<file path="src/rtl/dmem_arbiter.sv">
// dmem_arbiter
// Round-robin front end for the single-ported DataMemory. It serves two
// requesters: port 0 is the CPU load/store path and port 1 is DMA/debug.
// Each access is range- and alignment-checked, then issued as a single
// registered MemRead/MemWrite cycle. The requester gets a one-cycle ack or
// err pulse back, and the read data is held after the pulse.
//
// Ports
//   clk, reset              : system clock, asynchronous active-high reset
//   rN_req/we/addr/wdata    : requester N command. Held until ack/err.
//   rN_ack/err/rdata        : requester N completion, error and read data
//   mem_addr/read/write/
//   mem_wdata/mem_rdata     : DataMemory interface. rdata changes at negedge.
module dmem_arbiter #(
    parameter int DEPTH = 32,
    parameter int AW    = 32
) (
    input  logic          clk,
    input  logic          reset,
    input  logic          r0_req,
    input  logic          r0_we,
    input  logic [AW-1:0] r0_addr,
    input  logic [31:0]   r0_wdata,
    input  logic          r1_req,
    input  logic          r1_we,
    input  logic [AW-1:0] r1_addr,
    input  logic [31:0]   r1_wdata,
    output logic          r0_ack,
    output logic          r0_err,
    output logic [31:0]   r0_rdata,
    output logic          r1_ack,
    output logic          r1_err,
    output logic [31:0]   r1_rdata,
    output logic [AW-1:0] mem_addr,
    output logic          mem_read,
    output logic          mem_write,
    output logic [31:0]   mem_wdata,
    input  logic [31:0]   mem_rdata
);

    typedef enum logic [1:0] {IDLE, ACCESS, RESP} state_t;

    // One extra bit so that 4*DEPTH is representable even when it equals 2**AW.
    localparam logic [AW:0] ADDR_LIMIT = (AW+1)'(4 * DEPTH);

    state_t        r_state;
    logic          r_last_grant;
    logic          r_port;
    logic          r_we;

    state_t        w_state_nx;
    logic          w_last_grant_nx;
    logic          w_port_nx;
    logic          w_we_nx;
    logic          w_r0_ack_nx, w_r1_ack_nx;
    logic          w_r0_err_nx, w_r1_err_nx;
    logic [31:0]   w_r0_rdata_nx, w_r1_rdata_nx;
    logic [AW-1:0] w_mem_addr_nx;
    logic          w_mem_read_nx, w_mem_write_nx;
    logic [31:0]   w_mem_wdata_nx;

    logic          w_pick;
    logic          w_sel_we;
    logic [AW-1:0] w_sel_addr;
    logic [31:0]   w_sel_wdata;
    logic          w_legal;

    // Winner: the only requester, or the one not granted last time when both ask.
    assign w_pick      = (r0_req && r1_req) ? ~r_last_grant : r1_req;
    assign w_sel_we    = w_pick ? r1_we    : r0_we;
    assign w_sel_addr  = w_pick ? r1_addr  : r0_addr;
    assign w_sel_wdata = w_pick ? r1_wdata : r0_wdata;
    assign w_legal     = (w_sel_addr[1:0] == 2'b00) && ({1'b0, w_sel_addr} < ADDR_LIMIT);

    always_comb begin
        w_state_nx      = r_state;
        w_last_grant_nx = r_last_grant;
        w_port_nx       = r_port;
        w_we_nx         = r_we;
        w_r0_ack_nx     = 1'b0;
        w_r1_ack_nx     = 1'b0;
        w_r0_err_nx     = 1'b0;
        w_r1_err_nx     = 1'b0;
        w_r0_rdata_nx   = r0_rdata;
        w_r1_rdata_nx   = r1_rdata;
        w_mem_addr_nx   = mem_addr;
        w_mem_read_nx   = 1'b0;
        w_mem_write_nx  = 1'b0;
        w_mem_wdata_nx  = mem_wdata;

        unique case (r_state)
            IDLE: begin
                if (r0_req || r1_req) begin
                    w_last_grant_nx = w_pick;
                    w_port_nx       = w_pick;
                    w_we_nx         = w_sel_we;
                    if (w_legal) begin
                        w_mem_addr_nx  = w_sel_addr;
                        w_mem_read_nx  = ~w_sel_we;
                        w_mem_write_nx = w_sel_we;
                        w_mem_wdata_nx = w_sel_wdata;
                        w_state_nx     = ACCESS;
                    end else begin
                        // Error responses skip ACCESS, so err is raised here.
                        w_r0_err_nx = ~w_pick;
                        w_r1_err_nx = w_pick;
                        w_state_nx  = RESP;
                    end
                end
            end
            ACCESS: begin
                // mem_rdata was loaded by DataMemory at the negedge inside this cycle.
                w_r0_ack_nx = ~r_port;
                w_r1_ack_nx = r_port;
                if (!r_we) begin
                    if (r_port) w_r1_rdata_nx = mem_rdata;
                    else        w_r0_rdata_nx = mem_rdata;
                end
                w_state_nx = RESP;
            end
            RESP: begin
                w_state_nx = IDLE;
            end
            default: begin
                w_state_nx = IDLE;
            end
        endcase
    end

    always_ff @(posedge clk or posedge reset) begin
        if (reset) begin
            r_state      <= IDLE;
            r_last_grant <= 1'b1;
            r_port       <= 1'b0;
            r_we         <= 1'b0;
            r0_ack       <= 1'b0;
            r1_ack       <= 1'b0;
            r0_err       <= 1'b0;
            r1_err       <= 1'b0;
            r0_rdata     <= '0;
            r1_rdata     <= '0;
            mem_addr     <= '0;
            mem_read     <= 1'b0;
            mem_write    <= 1'b0;
            mem_wdata    <= '0;
        end else begin
            r_state      <= w_state_nx;
            r_last_grant <= w_last_grant_nx;
            r_port       <= w_port_nx;
            r_we         <= w_we_nx;
            r0_ack       <= w_r0_ack_nx;
            r1_ack       <= w_r1_ack_nx;
            r0_err       <= w_r0_err_nx;
            r1_err       <= w_r1_err_nx;
            r0_rdata     <= w_r0_rdata_nx;
            r1_rdata     <= w_r1_rdata_nx;
            mem_addr     <= w_mem_addr_nx;
            mem_read     <= w_mem_read_nx;
            mem_write    <= w_mem_write_nx;
            mem_wdata    <= w_mem_wdata_nx;
        end
    end

endmodule

</file>
<file path="config.mk">
export PLATFORM = sky130hd
export DESIGN_NAME = dmem_arbiter
export DESIGN_NICKNAME = d
export VERILOG_FILES = /design/src/rtl/dmem_arbiter.sv
export SDC_FILE = /design/constraint.sdc
export NUM_CORES = 1
export LEC_CHECK = 0
export ABC_CLOCK_PERIOD_IN_PS = 6000
export BUFFER_PORTS_ARGS = -buffer_cell sky130_fd_sc_hd__buf_4
export CAP_MARGIN = 20
export CORE_MARGIN = 2
export CORE_UTILIZATION = 41
export CTS_BUF_LIST = sky130_fd_sc_hd__clkbuf_4 sky130_fd_sc_hd__clkbuf_8 sky130_fd_sc_hd__clkbuf_16
export DETAILED_ROUTE_END_ITERATION = 8
export PLACE_DENSITY_LB_ADDON = 0.08
export SYNTH_ARGS = -nofsm -noshare
export SYNTH_HDL_FRONTEND = slang
export SYNTH_SLANG_ARGS = --single-unit
export TNS_END_PERCENT = 30
</file>
<file path="constraint.sdc">
create_clock -name clk -period 6 [get_ports clk]
set_clock_uncertainty 0.1 [all_clocks]
set_input_delay 0.3 -clock clk [delete_from_list [all_inputs] [get_ports clk]]
set_output_delay 0.3 -clock clk [all_outputs]
set_load 0.01 [all_outputs]
</file>
* Yosys cells after proc, flatten, opt, wreduce, memory -nomap -nowiden
Cells that the tools add are included.
** Operators by class
- Order comparisons :: 1
- Equal/unequal tests :: 2
- Mux-type cells :: 21
- Bitwise gates (word level) :: 5
- Reduce and logical (&&, ||, !) cells :: 9
** Operators with widths (count)
- two-way mux 32 bit :: 2
- < comparator 32 x 8 -> 1 bit (second input constant) :: 1
- two-way mux 1 bit :: 16
- AND reduction 3 bit :: 3
- NOT 1 bit :: 5
- zero test 2 bit :: 2
- two-way mux 2 bit :: 2
- case mux 2 bit (2 select lines) :: 1
- == test 2 x 1 -> 1 bit (second input constant) :: 1
- logical AND 1 bit :: 2
- != test 2 bit (second input constant) :: 1
- AND reduction 2 bit :: 1
- logical OR 1 bit :: 1
** Storage, ports and cells
- Flip-flop bits (word level) :: 139
- Output and inout port bits :: 134
- Word-level logic and storage cells :: 52

* Depth between registers and ports, before layout
- Depth in word-level cells :: 8
- Mapped depth :: 7
- Mapped depth without buffers :: 5

* Worst setup path before layout
Ideal clock, no wire load.
- Path type :: register -> register
- From :: reg r_last_grant
- To :: reg mem_addr[2]
- Setup time :: 125 ps
- Arrival time :: 1579 ps
- Required time :: 5775 ps
- Path slack :: 4196 ps
- Stages on the path, launching flop included :: 7
- Path buffers :: 1
- Period minus slack after synthesis :: 1804 ps
- Path through :: dfstp_2 > a21boi_2 > nand4b_1 > o22ai_2 > nand2b_2 > buf_6 > mux2_4
** On the way
- Word-level cells in the longest chain between the ends :: 6
- Elaborated cells between the ends (all ways) :: 7
** RTL lines
- start, declared :: line 47 : logic r_last_grant;
- start signal, assigned :: line 148 : r_last_grant <= w_last_grant_nx;
- NOT 1 bit (*) :: line 69 : assign w_pick = (r0_req && r1_req) ? ~r_last_grant : r1_req;
- two-way mux 1 bit (*) :: line 69
- two-way mux 32 bit (*) :: line 71 : assign w_sel_addr = w_pick ? r1_addr : r0_addr;
- < comparator 32 x 8 -> 1 bit / zero test 2 bit (equally long branches) :: line 73 : assign w_legal = (w_sel_addr[1:0] == 2'b00) && ({1'b0, w_sel_addr} < ADDR_LIMIT);
- logical AND 1 bit :: line 73
- AND reduction 3 bit (no source line)
- end signal, assigned :: line 157 : mem_addr <= w_mem_addr_nx;
- end, declared :: line 34 : output logic [AW-1:0] mem_addr,
Mark *: on every way between the ends. The rest lies on a longest branch, timed or not.
A chain may end at the register's enable or synchronous reset.

* Final worst setup path
- From :: in r0_req
- To :: reg mem_wdata[18]
** On the way
- Word-level cells in the longest chain between the ends :: 6
- Elaborated cells between the ends (all ways) :: 9
** RTL lines
- start, declared :: line 20 : input logic r0_req,
- logical AND 1 bit :: line 69
- two-way mux 1 bit :: line 69
- two-way mux 32 bit :: line 71
- < comparator 32 x 8 -> 1 bit / zero test 2 bit (equally long branches) :: line 73
- logical AND 1 bit :: line 73
- AND reduction 3 bit (no source line)
- end signal, assigned :: line 160 : mem_wdata <= w_mem_wdata_nx;
- end, declared :: line 37 : output logic [31:0] mem_wdata,
Several ways; a longest one is shown, not always the timed one.

==> impl_metrics.yaml <==
status:
  status: "finished clean"
yosys:
  synth-seq-area-share: 0.607
  ys_top_cells_by_area: "dfrtp_1, mux2_2, mux2_4, and2_1, buf_6"
  synth_area_leader_cell: "dfrtp_1"
  synth_area_mm2: 0.00573
  synth_area_per_cell_um2: 15.6
  syn_nets: 533
  yosysUniqueCellTypes: 26
  ys_seq_elements: 139
  synth_cells: 367
  synthDominantCellAreaShare: 0.602
  synth_ff_type: "dfrtp_1"
  synth_edf_count: 0
  ys_warn_count: 0
  async_flop_share: 1.00
sta:
  setup_viol: 0
  final.setup.worst_slack_ps: 3370
  layout_worst_path_cycle_share: 0.438
  hold_viol_final: 0
  tns_ps: 0
  max_slew_margin: 0.351
  fmax_ghz: 0.380
  rsz0062_at_grt: "no"
  tightestPinTransition_ps: 973
  fin_crit_ps: 2630
  hold_ws_ps: 30.3
  drv_slew: 0
critical_path:
  arrival_ps: 2810
  worstSetupEndpointType: "flip-flop"
  reg2reg_from: "r_last_grant"
  r2r_cells: 5
  path_class: "in2reg"
  cpMaxStageDelayCell: "nand2b_4"
  r2r-end: "mem_wdata[18]"
  cp_cell_sequence: "dlygate4sd3_1 -> buf_4 -> o21ai_0 -> nand2b_4 -> mux2_4"
  startpoint_type: "primary input"
  crit_path_max_fanout: 67
  required_ps: 6180
  r2r_slack_ps: 3590
  slowest_delay_ps: 900
clock_network:
  clockRootBuffer: "clkbuf_16"
  clk_latency_ps: 410
  cts_tree: "built"
  cts.path.max_buffers: 2
  cts-htree-levels: 4
  cts_buffers: 17
  post_cts_buffers: 0
  clk_pin_slew_ps: 50
  numClockSinks: 139
global_route:
  grt.overflow.total: 0
  grt_max_degree: 78
  grt_first_pass_wirelength_mm: 23.5
  grt_pass1_vias: 4373
  grt_usage: 0.211
  antenna_found_initial: 0
placement:
  dpl.hpwl_mm: 11.7
  gp_congestion: 0.805
  placed_area_mm2: 0.00814
  dp.cells: 833
  port_buffers: 299
  dpl_worst_slack_ps: 3290
detailed_routing:
  firstDrtPassIters: 4
  drc_errors: 0
  avgRoutedWirePerCell_um: 17.9
  detail-route-antenna-nets: 0
  drtIter0Drc: 157
  routed_wl_mm: 15.6
  vias_per_cell: 4.77
  vias: 4138
layout:
  design_area_mm2: 0.00880
  layout-drive-gt1-share: 0.693
  areaGrowthSynthToFinish_pct: 53.5
  filler_cell_count: 1111
  instances_no_fill: 868
  n_antenna_cell: 0
  nets: 841
min_path:
  holdPathStages: 2
  holdCritStartpoint: "mem_rdata[26]"
  hold_end: "r1_rdata[26]"
  holdCritPathClass: "in2reg"
floorplanning:
  die_y_um: 122
  io_pins: 300
  die_w_um: 122
  rows: 43
  start_util: 0.416
  core_mm2: 0.0138
  die-area_mm2: 0.0149
job:
  cap_violations: 0
pwr:
  power-per-cell-area_mw_per_mm2: 256
  vdd_drop_max_mv: 0.181
  power_leakage_nw: 4.82
==> metal layers <==
layer  GRT usage  up-vias  share of wire
li1            -     1909              -
met1       0.247     2019           0.38
met2       0.366      193           0.52
met3      0.0730       17          0.087
met4      0.0654        0          0.013
met5           0        -              0
==> logic make-up (layout without fill, tap and decap cells) <==
group,Yosys count,after routing,synth area share
and+or+nand+nor,62,62,0.0626
DFF,139,139,0.607
buffers and inverters,20,341,0.0238
AOI/OAI and AO/OA,7,7,0.00960
muxes,139,139,0.297
==> worst max-delay path: cells and delay by family <==
kind | cells | cell delay, ps
compound gates | 1 | 540
simple gates | 1 | 900
buf+inv | 2 | 700
mux | 1 | 350
==> report_power, final <==
| group | switching [mW] | internal [mW] | leakage (nW) | total (mW) |
|---|---|---|---|---|
| Sequential | 0.00794 | 0.947 | 1.93 | 0.955 |
| Clock | 0.385 | 0.726 | 0.305 | 1.11 |
| Combinational | 0.0709 | 0.112 | 2.58 | 0.183 |
==> metrics by stage <==
| step | total power, mW | util |
|---|---|---|
| final | 2.25 | 0.639 |
| after global routing | 2.34 | 0.639 |
| after CTS | 2.28 | 0.638 |
| after detailed placement | 1.16 | 0.591 |
| after global placement | 1.15 | 0.591 |
| after floorplan | 1.04 | - |
==> cell usage after synthesis, types with 3 or more instances <==
library cell and number:
mux2_4 37, buf_6 7, nand4_1 3, inv_1 3, mux2_2 97, nor4_1 12, and2_1 27, nand2_1 4
buf_2 7, mux2_1 4, nor3_1 5, nor2_1 7, buf_1 3, dfrtp_1 138
==> flip-flops by register name, summed over array words and instances, names as in the netlist <==
name          cells
r1_rdata         32
mem_addr         32
r0_err            1
r1_ack            1
r0_rdata         32
r_last_grant      1
mem_read          1
r_we              1
mem_write         1
r_port            1
mem_wdata        32
r1_err            1
r0_ack            1
r_state           2
==> cells in the final DEF (no fill, tap or decap), drive strengths merged, types with 2 or more instances in the layout <==
| master | n |
|---|---|
| and2 | 27 |
| clkbuf | 22 |
| nor3 | 5 |
| dfrtp | 138 |
| nand4 | 3 |
| dlygate4sd3 | 3 |
| clkinvlp | 3 |
| mux2 | 138 |
| bufinv | 4 |
| nor4 | 12 |
| nand2b | 2 |
| nor2 | 7 |
| inv | 4 |
| clkinv | 2 |
| buf | 303 |
| nand2 | 4 |
| o21ai | 2 |
==> worst max path at each step <==
stage | from | cells after the start | to | slack [ps]
2_1_floorplan | reset | 1 | mem_addr[0] | 1880
3_3_place_gp | r0_addr[9] | 6 | mem_wdata[18] | 3320
3_5_place_dp | r0_addr[20] | 6 | mem_addr[3] | 3290
4_1_cts | r0_req | 5 | mem_wdata[14] | 3410
5_1_grt | r0_req | 5 | mem_wdata[18] | 3310
6_report | r0_req | 5 | mem_wdata[18] | 3370
==> area by class of cell <==
type | instances | area, µm² | area share
Timing Repair Buffer | 306 | 2300 | 0.262
Multi-Input combinational cell | 208 | 2140 | 0.243
Inverter | 3 | 16.3 | 0.00185
Clock buffer | 22 | 469 | 0.0533
Sequential cell | 139 | 3480 | 0.395
Clock inverter | 10 | 165 | 0.0188
Tap cell | 180 | 225 | 0.0256
==> repair_timing <==
action                                 in CTS  in global routing
resized for setup                           0                  0
endpoints found under the hold margin      63                  1
hold buffers                                2                  1
No activity file was read; power rests on OpenSTA's default activity.
